**src/rtl/nmk111_bus_arb.sv**
```systemverilog
// nmk111_bus_arb: shares the NMK-111 A/B bus between CPU and DMA and sequences LATCH/XFER strobes.
// Define NMK111_ARB_TURNAROUND_EN to insert one nCS-high TURN cycle whenever DIR must change.
module nmk111_bus_arb #(
  parameter int HOLD_CYC = 2
) (
  input  logic CLK1,
  input  logic RST,
  input  logic i_cpu_req,
  input  logic i_cpu_wr,
  input  logic i_dma_req,
  input  logic i_vblank,
  output logic o_cpu_ack,
  output logic o_dma_ack,
  output logic o_ncs,
  output logic o_dir,
  output logic o_latch,
  output logic o_xfer,
  output logic o_busy
);

  typedef enum logic [1:0] {
    S_IDLE  = 2'd0,
    S_TURN  = 2'd1,
    S_GRANT = 2'd2,
    S_GAP   = 2'd3
  } state_t;

  localparam logic [3:0] HOLD    = 4'(HOLD_CYC);
  localparam logic       OWN_CPU = 1'b0;
  localparam logic       OWN_DMA = 1'b1;

  state_t     r_state, w_state_n;
  logic [3:0] r_cnt, w_cnt_n;
  logic       r_owner, w_owner_n;
  logic       r_wr, w_wr_n;
  logic       r_dir, w_dir_n;
  logic       r_ptr, w_ptr_n;
  logic       w_win;
  logic       r_vb_s1, r_vb_s2, r_vb_d;
  logic       r_pending, w_pending_n, w_rise;
  logic       w_ncs_n, w_cpu_ack_n, w_dma_ack_n, w_latch_n, w_xfer_n, w_busy_n, w_wgrant_n;
  logic       r_ncs, r_cpu_ack, r_dma_ack, r_latch, r_xfer, r_busy;

  // Next-state: arbitration in IDLE, hold countdown in GRANT.
  always_comb begin
    w_state_n = r_state;
    w_cnt_n   = r_cnt;
    w_owner_n = r_owner;
    w_wr_n    = r_wr;
    w_dir_n   = r_dir;
    w_ptr_n   = r_ptr;
    w_win     = OWN_CPU;
    case (r_state)
      S_IDLE: begin
        if (i_cpu_req || i_dma_req) begin
          if (i_cpu_req && i_dma_req) begin
            w_win = r_ptr;
          end else begin
            w_win = i_dma_req;
          end
          w_owner_n = w_win;
          w_wr_n    = (w_win == OWN_CPU) & i_cpu_wr;
          w_dir_n   = (w_win == OWN_DMA) | ~i_cpu_wr;
          w_cnt_n   = HOLD;
          w_state_n = S_GRANT;
`ifdef NMK111_ARB_TURNAROUND_EN
          if (w_dir_n != r_dir) begin
            w_state_n = S_TURN;
            w_cnt_n   = r_cnt;
          end else begin
            w_state_n = S_GRANT;
          end
`endif
        end else begin
          w_state_n = S_IDLE;
        end
      end
      S_TURN: begin
        w_state_n = S_GRANT;
        w_cnt_n   = HOLD;
      end
      S_GRANT: begin
        if (r_cnt <= 4'd1) begin
          w_state_n = S_GAP;
          w_cnt_n   = 4'd0;
          w_ptr_n   = ~r_owner;
        end else begin
          w_cnt_n   = r_cnt - 4'd1;
        end
      end
      S_GAP: begin
        w_state_n = S_IDLE;
      end
      default: begin
        w_state_n = S_IDLE;
        w_cnt_n   = 4'd0;
      end
    endcase
  end

  // Output values for the coming cycle; XFER is held off while REG_1 is being written.
  always_comb begin
    w_busy_n    = (w_state_n != S_IDLE);
    w_ncs_n     = (w_state_n != S_GRANT);
    w_cpu_ack_n = (w_state_n == S_GRANT) && (w_cnt_n == 4'd1) && (w_owner_n == OWN_CPU);
    w_dma_ack_n = (w_state_n == S_GRANT) && (w_cnt_n == 4'd1) && (w_owner_n == OWN_DMA);
    w_wgrant_n  = (w_state_n == S_GRANT) && w_wr_n;
    w_latch_n   = (w_state_n == S_GAP) && w_wr_n;
    w_rise      = r_vb_s2 & ~r_vb_d;
    w_xfer_n    = (r_pending | w_rise) & ~w_latch_n & ~w_wgrant_n;
    w_pending_n = (r_pending | w_rise) & ~w_xfer_n;
  end

  // State, synchronizer and registered outputs.
  always_ff @(posedge CLK1 or posedge RST) begin
    if (RST) begin
      r_state   <= S_IDLE;
      r_cnt     <= 4'd0;
      r_owner   <= OWN_CPU;
      r_wr      <= 1'b0;
      r_dir     <= 1'b0;
      r_ptr     <= OWN_CPU;
      r_vb_s1   <= 1'b0;
      r_vb_s2   <= 1'b0;
      r_vb_d    <= 1'b0;
      r_pending <= 1'b0;
      r_ncs     <= 1'b1;
      r_cpu_ack <= 1'b0;
      r_dma_ack <= 1'b0;
      r_latch   <= 1'b0;
      r_xfer    <= 1'b0;
      r_busy    <= 1'b0;
    end else begin
      r_state   <= w_state_n;
      r_cnt     <= w_cnt_n;
      r_owner   <= w_owner_n;
      r_wr      <= w_wr_n;
      r_dir     <= w_dir_n;
      r_ptr     <= w_ptr_n;
      r_vb_s1   <= i_vblank;
      r_vb_s2   <= r_vb_s1;
      r_vb_d    <= r_vb_s2;
      r_pending <= w_pending_n;
      r_ncs     <= w_ncs_n;
      r_cpu_ack <= w_cpu_ack_n;
      r_dma_ack <= w_dma_ack_n;
      r_latch   <= w_latch_n;
      r_xfer    <= w_xfer_n;
      r_busy    <= w_busy_n;
    end
  end

  assign o_cpu_ack = r_cpu_ack;
  assign o_dma_ack = r_dma_ack;
  assign o_ncs     = r_ncs;
  assign o_dir     = r_dir;
  assign o_latch   = r_latch;
  assign o_xfer    = r_xfer;
  assign o_busy    = r_busy;

endmodule

```
**config.mk**
```make
export PLATFORM = sky130hd
export DESIGN_NAME = nmk111_bus_arb
export DESIGN_NICKNAME = d
export VERILOG_FILES = /design/src/rtl/nmk111_bus_arb.sv
export SDC_FILE = /design/constraint.sdc
export NUM_CORES = 1
export LEC_CHECK = 0
export BUFFER_PORTS_ARGS = -buffer_cell sky130_fd_sc_hd__clkbuf_2
export CAP_MARGIN = 20
export CORE_MARGIN = 3
export CORE_UTILIZATION = 58
export CTS_CLUSTER_DIAMETER = 150
export DETAILED_ROUTE_END_ITERATION = 8
export PLACE_DENSITY = 0.8
export SETUP_SLACK_MARGIN = 0.02
export SLEW_MARGIN = 25
export SYNTH_ARGS = -nofsm -noshare
export SYNTH_HDL_FRONTEND = slang
export SYNTH_SLANG_ARGS = --single-unit
```
**constraint.sdc**
```tcl
create_clock -name CLK1 -period 4.37 [get_ports CLK1]
set_input_delay 1.0925 -clock CLK1 [delete_from_list [all_inputs] [get_ports CLK1]]
set_output_delay 1.0925 -clock CLK1 [all_outputs]
set_load 0.02 [all_outputs]
```
==> results.md, run 1 <==
- Routability congestion estimate: ~0.9
- IO Pins: 13
- CTS tree: built
- Hold Buf Count CTS: 0
- Starting density of the core: between 60 and 70%
- Worst Setup End Kind: output port
- Final Hold Fails: 0
- Critical Path Start: o_ncs$_DFF_PP1_
- CTS sink cnt: 20
- Cts repair resizes: 0
- R2R Path Start: r_state[0]$_DFF_PP0_
- Worst hold path class: reg -> reg
- Tmin final: 2080 ps
- Largest net degree at the start of global routing: 21
- Max stage delay on crit path: 530 ps
- Critical Path Slowest Stage Cell: dfstp_2
- Most common cell in the netlist: dfrtp_1
- Via count: around 730
- Top post-synthesis cells by area: dfrtp_1, ha_1, inv_1
- Distinct cells, synth: 27
- Synth warnings: 0
- Yosys reg bits: 20
- DPL Wire Length: about 1300 um
- Post CTS Setup Buffer Count: 0
- Final Setup Violations: 0
- Sum Neg Setup Slack: 0 ps
- Root Driver: clkbuf_4
- Post-synth ARST share: 100%
- WP buf/inv: 1
- HP Start: r_vb_s1$_DFF_PP0_
- Die Wd: 46.5 um
- Max_cap viols: 0
- RSZ-0062 raised after global routing: no
- Placed cell areas: 0.00103 mm2
- Routed len/inst: between 10 and 15 um
- Core area: 0.00142 mm2
- Final wirelength: 1800 um
- Crit path kind: reg -> out
- Std-Cell Rows: 13
- Syn Area/Cell: a little over 10 um2
- Port Buffers: 12
- Total CTS buffers: 3
- Cell family with most CP delay: flip-flops
- Bufs on Longest Clock Path: 2
- Share of cells above drive strength 1: 17.6%
- First drt pass iteration count: 4
- Nets: approximately 120
- P_leak: between 0.0005 and 0.0006 uW
- Outcome: finished clean
- Cell count after synthesis: 93
- Ys flop type: dfrtp_1
- Req. time, crit path: approximately 3300 ps
- Drc violations: 0
- Clock slew at reported path FFs: 110 ps
- Via/cell ratio: approximately 6
- Synth Cell Area: roughly 950 um2
- Crit-path max FO: 1
- Top cells by count, synth: dfrtp_1, inv_1, nor2_1
- Final clock skew: 2.22 ps
- Initial antenna violation count: 0
- Clk_lat worst skew: 300 ps
- Worst-Margin Slew: 700 ps
- Worst path cell trace: clkbuf_2
- Slew Limit Headroom: between 50% and 60%
- Leading area contributor after synthesis: dfrtp_1
- Fmax: just under 500 MHz
- First-pass GRT wire length: roughly 2800 um
- Syn nets: around 110
- Area growth syn-to-layout: 13.3%
- Final critical-path share of the clock period: 47.6%
- H-tree Lvls: 1
- Worst Path Arrival: between 900 and 1000 ps
- Final Max Slew Viols: 0
- ANT nets after route: 0
- Die height: about 47 um
- Initial DRC count: 21
- Final Core Density: 76.2%
- Finished Cell Area: 0.00108 mm2
- Total grt overflow: 0
- VDD IR max: approximately 0.48 mV
- Worst setup SP type: register
- Sequential fraction of the synthesis area: a little over half
- Final antenna diode count: 0
- Share of the synthesized area in the top cell type: between 40% and 50%
- Die footprint: around 0.0022 mm2
- GRT Total Usage: between 15 and 20%
- Power per cell area: between 700 and 800 mW/mm2
- Number of synthesized flops with an enable pin: 0
- Vias in the first global route: between 600 and 700
through the flow:
stage	hold slack [ps]	power (uW)	std cells	worst slack, ps
after global routing	390	896	123	2260
final	373	841	123	2290
after floorplan	331	591	93	2470
after global placement	348	681	119	2210
after detailed placement	348	688	119	2170
after CTS	373	840	123	2280
power by group:
group	internal [uW]	leakage (uW)	switching, uW
combinational	148	0.000270	239
clock	92.7	0.0000279	57.2
sequential	255	0.000245	48.6
layer usage:
layer	GRT usage, %	up-vias	share of wire [%]
li1	-	361	-
met4	6.82	0	1.3
met2	27.7	31	44
met3	3.52	4	6.6
met5	0	-	0
met1	26.0	332	48
final timing paths:
path | endpoint | slack, ps | cells past startpoint
worst min-delay path | r_vb_s2$_DFF_PP0_ | 370 | 0
worst max register to register | o_cpu_ack$_DFF_PP0_ | 2440 | 7
max in group asynchronous | r_ptr$_DFFE_PP0P_ | 3070 | 2
min in group asynchronous | r_owner$_DFF_PP0_ | 860 | 2
worst max-delay path | o_ncs | 2290 | 1
worst min register to register | r_vb_s2$_DFF_PP0_ | 370 | 0
state kept, by name, indices dropped and copies added, names as in the netlist:
signal,cells
r_ptr,1
o_latch,1
r_state,2
o_dma_ack,1
r_vb_d,1
r_vb_s1,1
o_dir,1
o_xfer,1
o_cpu_ack,1
r_wr,1
r_pending,1
r_vb_s2,1
o_busy,1
r_cnt,4
r_owner,1
o_ncs,1
cell families (layout without fill, tap and decap cells):
logic type                 count (synthesis)  count (layout)  synth area share [%]
AOI/OAI and AO/OA                         25              25                  17.1
adders and majority gates                  6               6                  7.88
DFF                                       20              20                  52.7
and+or+nand+nor                           31              31                  17.9
buffers and inverters                     11              26                  4.47
cell usage in the layout, fill, tap and decap left out:
cell	n
clkbuf_4	3
nor4bb_1	1
o22ai_1	4
a21oi_1	4
nor2_1	9
o32a_1	1
dfstp_2	1
o31ai_1	1
dfrtp_1	19
nand3_1	2
a31oi_1	1
nand4bb_1	1
nor3_1	5
o211a_1	1
o21ai_0	7
nand2_1	6
clkbuf_2	12
nor2b_1	2
ha_1	6
a21o_1	1
o311ai_0	2
bufinv_16	1
inv_1	10
nor3b_4	1
nand4_1	2
and2b_1	1
and3_1	1
o21a_1	2
a21oi_2	1
final cells by class:
cell class                      instances  area [um2]
Sequential cell                        20         502
Tap cell                               15        18.8
Clock buffer                            3        22.5
Multi-Input combinational cell         62         408
Timing Repair Buffer                   12        60.1
Inverter                               10        37.5
Clock inverter                          1        30.0
Fill cell                              99         337
No activity file was read; power rests on OpenSTA's default activity.
==> inputs of run 2 (changes only) <==
--- a/config.mk
+++ b/config.mk
@@ -8,10 +8,10 @@
 export BUFFER_PORTS_ARGS = -buffer_cell sky130_fd_sc_hd__clkbuf_2
 export CAP_MARGIN = 20
 export CORE_MARGIN = 3
-export CORE_UTILIZATION = 58
+export CORE_UTILIZATION = 54
 export CTS_CLUSTER_DIAMETER = 150
 export DETAILED_ROUTE_END_ITERATION = 8
-export PLACE_DENSITY = 0.8
+export PLACE_DENSITY = 0.76
 export SETUP_SLACK_MARGIN = 0.02
 export SLEW_MARGIN = 25
 export SYNTH_ARGS = -nofsm -noshare
==> constraint.sdc (replaced) <==
create_clock -name CLK1 -period 2.1 [get_ports CLK1]
set_input_delay 0.525 -clock CLK1 [delete_from_list [all_inputs] [get_ports CLK1]]
set_output_delay 0.525 -clock CLK1 [all_outputs]
set_load 0.02 [all_outputs]
==> run 2 against run 1 <==
Setup slack worse by 2100 ps. Register-to-register slack worse by 2200 ps. Sequential power up 110%. Clock power grew 25%. First-iteration DRC count is 38% higher. Global-route usage up 1.3 points. Total power rose by 96%. Routed wire length up 5.6%. Sequential cell count is the same. Count of clock-buffer cells in the layout increased by 1. Cell count increased by 0.81%.
==> results.md, run 2 (synthesis results as in run 1) <==
- Reg2Reg Capture Point: o_dma_ack$_DFF_PP0_
- Worst setup SP type: register
- Leading cell type in the layout, fill and taps excluded: dfrtp_1
- CTS sink cnt: 20 (unchanged)
- Outcome: finished clean
- ANT nets after route: 0 (unchanged)
- IO Pins: 13 (unchanged)
- Worst Setup End Kind: register
- Max_cap viols: 0 (unchanged)
- RSZ-0062 raised after global routing: no
- Slew Limit Headroom: 51.4% (-1.9 points)
- Finished Cell Area: 0.00106 mm2 (-2.1%)
- Final Max Slew Viols: 0 (unchanged)
- Via count: 761 (+4.5%)
- CTS tree: built
- Placed cell areas: 0.00103 mm2 (+0.12%)
- Max reg flops: 4 (unchanged)
- First-pass GRT wire length: 2950 um (+5.7%)
- Final wirelength: 1900 um (+5.6%)
- Final clock skew: 9.93 ps (+7.72 ps)
- Top reg by flops: r_cnt
- WHS: 307 ps (-66.1 ps)
- Req. time, crit path: 2310 ps (-970 ps)
- Reg2reg setup slack: 230 ps (-2210 ps)
- Metal3 WL: 124 um (+5.1%)
- Largest net degree at the start of global routing: 21 (unchanged)
- Clk_lat worst skew: 300 ps (about the same)
- Routability congestion estimate: 0.858 (-4.7%)
- Initial antenna violation count: 0 (unchanged)
- Die height: 48.0 um (+3.2%)
- Total grt overflow: 0 (unchanged)
- Crit-path max FO: 14 (+13)
- Total CTS buffers: 3 (unchanged)
- Die footprint: 0.00230 mm2 (+6.4%)
- Clock slew at reported path FFs: 110 ps (about the same)
- Multi-input gate area: 410 um2 (+0.61%)
- Std-Cell Rows: 14 (+1)
- Filler cells: 128 (+29%)
- Final antenna diode count: 0 (unchanged)
- Met2 routed WL: 890 um (+12%)
- Storage cell area: 502 um2 (unchanged)
- Initial DRC count: 29 (+38%)
- Vias in the first global route: 711 (+13%)
- Met1 WL: 828 um (-3.8%)
- Worst Reg-to-Reg Cells: 7 (unchanged)
- First drt pass iteration count: 4 (unchanged)
- Sum Neg Setup Slack: 0 ps (unchanged)
- Fmax: between 500 and 600 MHz
- P_leak: 0.000529 uW (-2.6%)
- Uppermost layer routed: met4
- Worst hold path class: in -> async
- GRT Total Usage: 19.7% (+1.3 points)
- Final Setup Violations: 0 (unchanged)
- Area growth syn-to-layout: 10.9%
- Via/cell ratio: 6.14 (+3.7%)
- Starting density of the core: 60.4% (-6.9 points)
- H-tree Lvls: 1 (unchanged)
- Tmin final: roughly 1900 ps
- Worst-Margin Slew: 728 ps (+28.3 ps)
- Worst Path Arrival: 2080 ps (+1090 ps)
- VDD IR max: 0.909 mV (+91%)
- Final Hold Fails: 0 (unchanged)
- Final Core Density: 67.0% (-9.2 points)
- R2R Path Start: r_state[0]$_DFF_PP0_
- Share of cells above drive strength 1: 17.6% (unchanged)
- Core area: 0.00158 mm2 (+11%)
- Bufs on Longest Clock Path: 2 (unchanged)
- Drc violations: 0 (unchanged)
- Power per cell area: 1560 mW/mm2 (+100%)
- Routed len/inst: 15.3 um (+4.8%)
- Nets: 121 (unchanged)
- DPL Wire Length: 1410 um (+11%)
- Most frequent cells in the layout: dfrtp_1, clkbuf_2, inv_1
- Root Driver: clkbuf_4
- Crit path kind: reg -> reg
- Die Wd: 48.0 um (+3.2%)
- Port Buffers: 12 (unchanged)
- Top flop regs: r_cnt: 4 flops, r_state: 2 flops
- Final critical-path share of the clock period: 89.1%
-- run 2: final cells by class --
class | instances | share of cell area, %
clock buffers | 4 | 2.49
inverters | 10 | 3.55
multi-input cells | 62 | 38.9
flip-flops and latches | 20 | 47.5
well taps | 16 | 1.90
repair buffers | 12 | 5.69
-- run 2: where the power goes --
group	total (uW)	internal [uW]	leakage (uW)	switching, uW
Sequential	632	531	0.000245	101
Clock	188	74.0	0.0000150	114
Combinational	825	314	0.000268	511
Total	1640	919	0.000529	725
-- run 2: worst max path at each step --
| stage | from | to | slack (ps) | cells after the start |
|---|---|---|---|---|
| 2_1_floorplan | r_state[0]$_DFF_PP0_ | o_cpu_ack$_DFF_PP0_ | 610 | 8 |
| 3_3_place_gp | r_state[0]$_DFF_PP0_ | o_dma_ack$_DFF_PP0_ | 310 | 7 |
| 3_5_place_dp | r_state[0]$_DFF_PP0_ | o_dma_ack$_DFF_PP0_ | 140 | 7 |
| 6_report | r_state[0]$_DFF_PP0_ | o_dma_ack$_DFF_PP0_ | 230 | 7 |
| 4_1_cts | r_state[0]$_DFF_PP0_ | o_dma_ack$_DFF_PP0_ | 100 | 7 |
| 5_1_grt | r_cnt[0]$_DFF_PP0_ | o_cpu_ack$_DFF_PP0_ | 70 | 7 |
-- run 2: repair_timing --
item,4_1_cts,5_1_grt
hold buffers,0,0
setup endpoints to repair,0,2
resized for setup,0,1
setup buffers,0,0
-- run 2: per-stage QoR --
step	total power (uW)	instances	setup slack, ps
final	1640	124	230
after global routing	1770	124	72.6
after CTS	1630	124	101
after detailed placement	1450	120	140
after global placement	1420	120	312
after floorplan	1230	93	608
-- run 2: critical path, cell delays in order, from the launching register on --
cell and delay [ps]:
dfrtp_1 440, inv_1 100, ha_2 330, nor3b_4 310, nor3_1 100, a21oi_2 150
nand4_1 150, nor3_1 200
-- run 2: layer usage --
metal  vias up  GRT usage, %
li1        356             -
met1       373          22.0
met2        26          31.9
met3         6          5.64
met4         0          14.0
met5         -             0
==> inputs of run 3 (changes only) <==
--- a/config.mk
+++ b/config.mk
@@ -5,12 +5,15 @@
 export SDC_FILE = /design/constraint.sdc
 export NUM_CORES = 1
 export LEC_CHECK = 0
+export ABC_AREA = 1
 export BUFFER_PORTS_ARGS = -buffer_cell sky130_fd_sc_hd__clkbuf_2
 export CAP_MARGIN = 20
 export CORE_MARGIN = 3
 export CORE_UTILIZATION = 54
 export CTS_CLUSTER_DIAMETER = 150
+export CTS_CLUSTER_SIZE = 24
 export DETAILED_ROUTE_END_ITERATION = 8
+export HOLD_SLACK_MARGIN = 0.08
 export PLACE_DENSITY = 0.76
 export SETUP_SLACK_MARGIN = 0.02
 export SLEW_MARGIN = 25
==> run 3 against run 2 <==
Clock power up 62%. Synthesized cell count up 15%. Via count down 8.9%. Critical path depth up 4. Synthesized area up 0.79%. Setup slack better by 290 ps. Design area up 4.4%. Register-to-register slack better by 290 ps. Die area up 0.69%. Combinational power up 2%. Routed wire length down 20%. Critical path type unchanged. Critical endpoint is now o_cpu_ack$_DFF_PP0_.
==> results.md, run 3 <==
- CTS sink cnt: 20 (unchanged)
- Vias in the first global route: 642 (-9.7%)
- Worst Setup End Kind: register
- Req. time, crit path: 2330 ps (+20 ps)
- Max reg flops: 4 (unchanged)
- Initial antenna violation count: 0 (unchanged)
- Ys flop type: dfrtp_1
- Total CTS buffers: 3 (unchanged)
- Simple-gate share of the synthesized area: 24.9% (+7.0 points)
- DP Cell Count: 143 (+19%)
- Cts repair resizes: 0 (unchanged)
- Adder-Cell Fraction of Synth Area: 7.82% (-0.062 points)
- Port Buffers: 12 (unchanged)
- Main combinational cell family by area after synthesis: simple AND/OR/NAND/NOR gates
- Final wirelength: 1520 um (-20%)
- Routability congestion estimate: 0.821 (-4.4%)
- Crit-path max FO: 5 (-9)
- XOR/XNOR Fraction of Synth Area: 0% (unchanged)
- Post CTS Setup Buffer Count: 0 (unchanged)
- Initial DRC count: 13 (-55%)
- Slew Limit Headroom: 52.9% (+1.5 points)
- Syn Area/Cell: 8.97 um2 (-12%)
- Max_cap viols: 0 (unchanged)
- WP buf/inv: 2 (+1)
- Number of synthesized flops with an enable pin: 0 (unchanged)
- Final Setup Violations: 0 (unchanged)
- Die footprint: 0.00232 mm2 (+0.69%)
- DPL Wire Length: 1230 um (-12%)
- Total grt overflow: 0 (unchanged)
- Area growth syn-to-layout: 14.9%
- Final clock skew: 5.94 ps (-3.99 ps)
- Clk_lat worst skew: 300 ps (about the same)
- Final Max Slew Viols: 0 (unchanged)
- Crit path kind: reg -> reg
- Routed len/inst: 10.4 um (-32%)
- Yosys reg bits: 20 (unchanged)
- Worst-Margin Slew: 705 ps (-22.8 ps)
- Critical Path Slowest Stage Cell: dfrtp_1
- Mux contribution to synthesized area: 0% (unchanged)
- Sequential fraction of the synthesis area: 52.3% (-0.41 points)
- Most frequent cells in the layout: nand2_1, inv_1, dfrtp_1
- P_leak: 0.000617 uW (+17%)
- RSZ-0062 raised after global routing: no
- Nets: 136 (+12%)
- Core area: 0.00159 mm2 (+1.1%)
- Share of cells above drive strength 1: 26.8% (+9.2 points)
- Synth Cell Area: 960 um2 (+0.79%)
- Top post-synthesis cells by area: dfrtp_1, ha_1, nand2_1
- Outcome: finished clean
- VDD IR max: 1.02 mV (+12%)
- Final critical-path share of the clock period: 75.1% (-14 points)
- Top flop regs: r_cnt: 4 flops, r_state: 2 flops
- Cell family with most CP delay: simple AND/OR/NAND/NOR gates
- Max stage delay on crit path: 400 ps (-40 ps)
- IO Pins: 13 (unchanged)
- CTS tree: built
- Synth Area in Compound Gates: 6.78% (-10 points)
- Fin cells: 147 (+19%)
- Worst Path Arrival: 1810 ps (-270 ps)
- Fmax: 634 MHz (+19%)
- Clock slew at reported path FFs: 110 ps (about the same)
- Largest net degree at the start of global routing: 21 (unchanged)
- Die height: 48.2 um (+0.34%)
- GRT Total Usage: 16.1% (-3.7 points)
- Cell count after synthesis: 107 (+15%)
- Most common cell in the netlist: nand2_1
- Tmin final: 1580 ps (-293 ps)
- Leading area contributor after synthesis: dfrtp_1
- Starting density of the core: 60.2% (-0.19 points)
- Drc violations: 0 (unchanged)
- Sum Neg Setup Slack: 0 ps (unchanged)
- Post-synth ARST share: 100% (unchanged)
- Leading cell type in the layout, fill and taps excluded: nand2_1
- Share of the synthesized area in the top cell type: 49.5% (-0.39 points)
- First drt pass iteration count: 4 (unchanged)
- Worst setup SP type: register
- H-tree Lvls: 1 (unchanged)
- Distinct cells, synth: 19 (-30%)
- Final Core Density: 69.2% (+2.2 points)
- ANT nets after route: 0 (unchanged)
- Hold Buf Count CTS: 0 (unchanged)
- Std-Cell Rows: 14 (unchanged)
- Die Wd: 48.2 um (+0.34%)
- Top reg by flops: r_cnt
- CP most frequent cell: nand2_1
- Worst hold path class: in -> async
- Power per cell area: 1590 mW/mm2 (+2.4%)
- Via/cell ratio: 4.71 (-23%)
- Final antenna diode count: 0 (unchanged)
- Synth warnings: 0 (unchanged)
- Root Driver: clkbuf_4
- Final Hold Fails: 0 (unchanged)
- Syn nets: 119 (+13%)
- Via count: 693 (-8.9%)
- First-pass GRT wire length: 2640 um (-11%)
- Worst path cell trace: inv_1 -> ha_1 -> inv_1 -> nand2_1 -> nand2_4 -> nand2_2 -> a21oi_2 -> nand2_1 -> nor2_1 -> nand2_1 -> nor2_1
- Top cells by count, synth: nand2_1, dfrtp_1, inv_1
- Bufs on Longest Clock Path: 2 (unchanged)
==> run 3: cell count changes in the layout (fill, tap and decap cells not counted), sizes merged, moves of 3 or more <==
cell,before,now
inv,10,21
o22ai,4,1
nor3,5,0
nand2,6,27
o21ai,7,4
nor2,9,18
==> run 3: path summary, 6_finish.rpt <==
| check | start | end | slack [ps] | cells after the start |
|---|---|---|---|---|
| min in group CLK1 | i_vblank | r_vb_s1$_DFF_PP0_ | 320 | 1 |
| max in group asynchronous | RST | o_cpu_ack$_DFF_PP0_ | 1350 | 2 |
| max reg2reg | r_cnt[0]$_DFF_PP0_ | o_cpu_ack$_DFF_PP0_ | 520 | 11 |
| min | RST | r_state[0]$_DFF_PP0_ | 300 | 2 |
| min reg2reg | r_vb_s1$_DFF_PP0_ | r_vb_s2$_DFF_PP0_ | 360 | 0 |
| max | r_cnt[0]$_DFF_PP0_ | o_cpu_ack$_DFF_PP0_ | 520 | 11 |
==> run 3: logic make-up after synthesis <==
family,after synthesis
adder cells (fa/ha/maj),6
AND/OR/NAND/NOR,50
buffers and inverters,21
flip-flops,20
AO/OA/AOI/OAI,10
==> run 3: routing by layer <==
layer  wire length (um)  up-vias  GRT usage, %  share of wire (%)
met1                696      315          22.5                 46
met3                 99        0          5.54                6.5
met2                725       22          24.7                 48
met4                  0        0          2.15                  0
met5                  0        -             0                  0
li1                   -      356             -                  -
==> run 3: power breakdown <==
| part | internal (uW) | leakage [uW] | total, uW | switching (uW) |
|---|---|---|---|---|
| clock network | 193 | 0.0000279 | 305 | 112 |
| logic | 291 | 0.000342 | 843 | 552 |
| registers | 532 | 0.000247 | 609 | 77.0 |
| total | 1020 | 0.000617 | 1760 | 741 |
==> run 3: area by class of cell <==
class	instances	area [um2]
fill	134	492
timing repair buffer	12	60.1
clock inverter	1	30.0
clock buffer	3	22.5
inverter	21	78.8
multi-input combinational	66	379
tap	24	30.0
sequential	20	502
==> run 3: through the flow <==
stage | hold slack (ps) | setup slack, ps | total power (uW) | instance area, um2
3_5_place_dp | 340 | 551 | 1460 | 1050
3_3_place_gp | 335 | 597 | 1440 | 1050
2_1_floorplan | 331 | 707 | 1270 | 960
5_1_grt | 302 | 308 | 1930 | 1100
4_1_cts | 308 | 512 | 1770 | 1100
6_report | 301 | 522 | 1760 | 1100
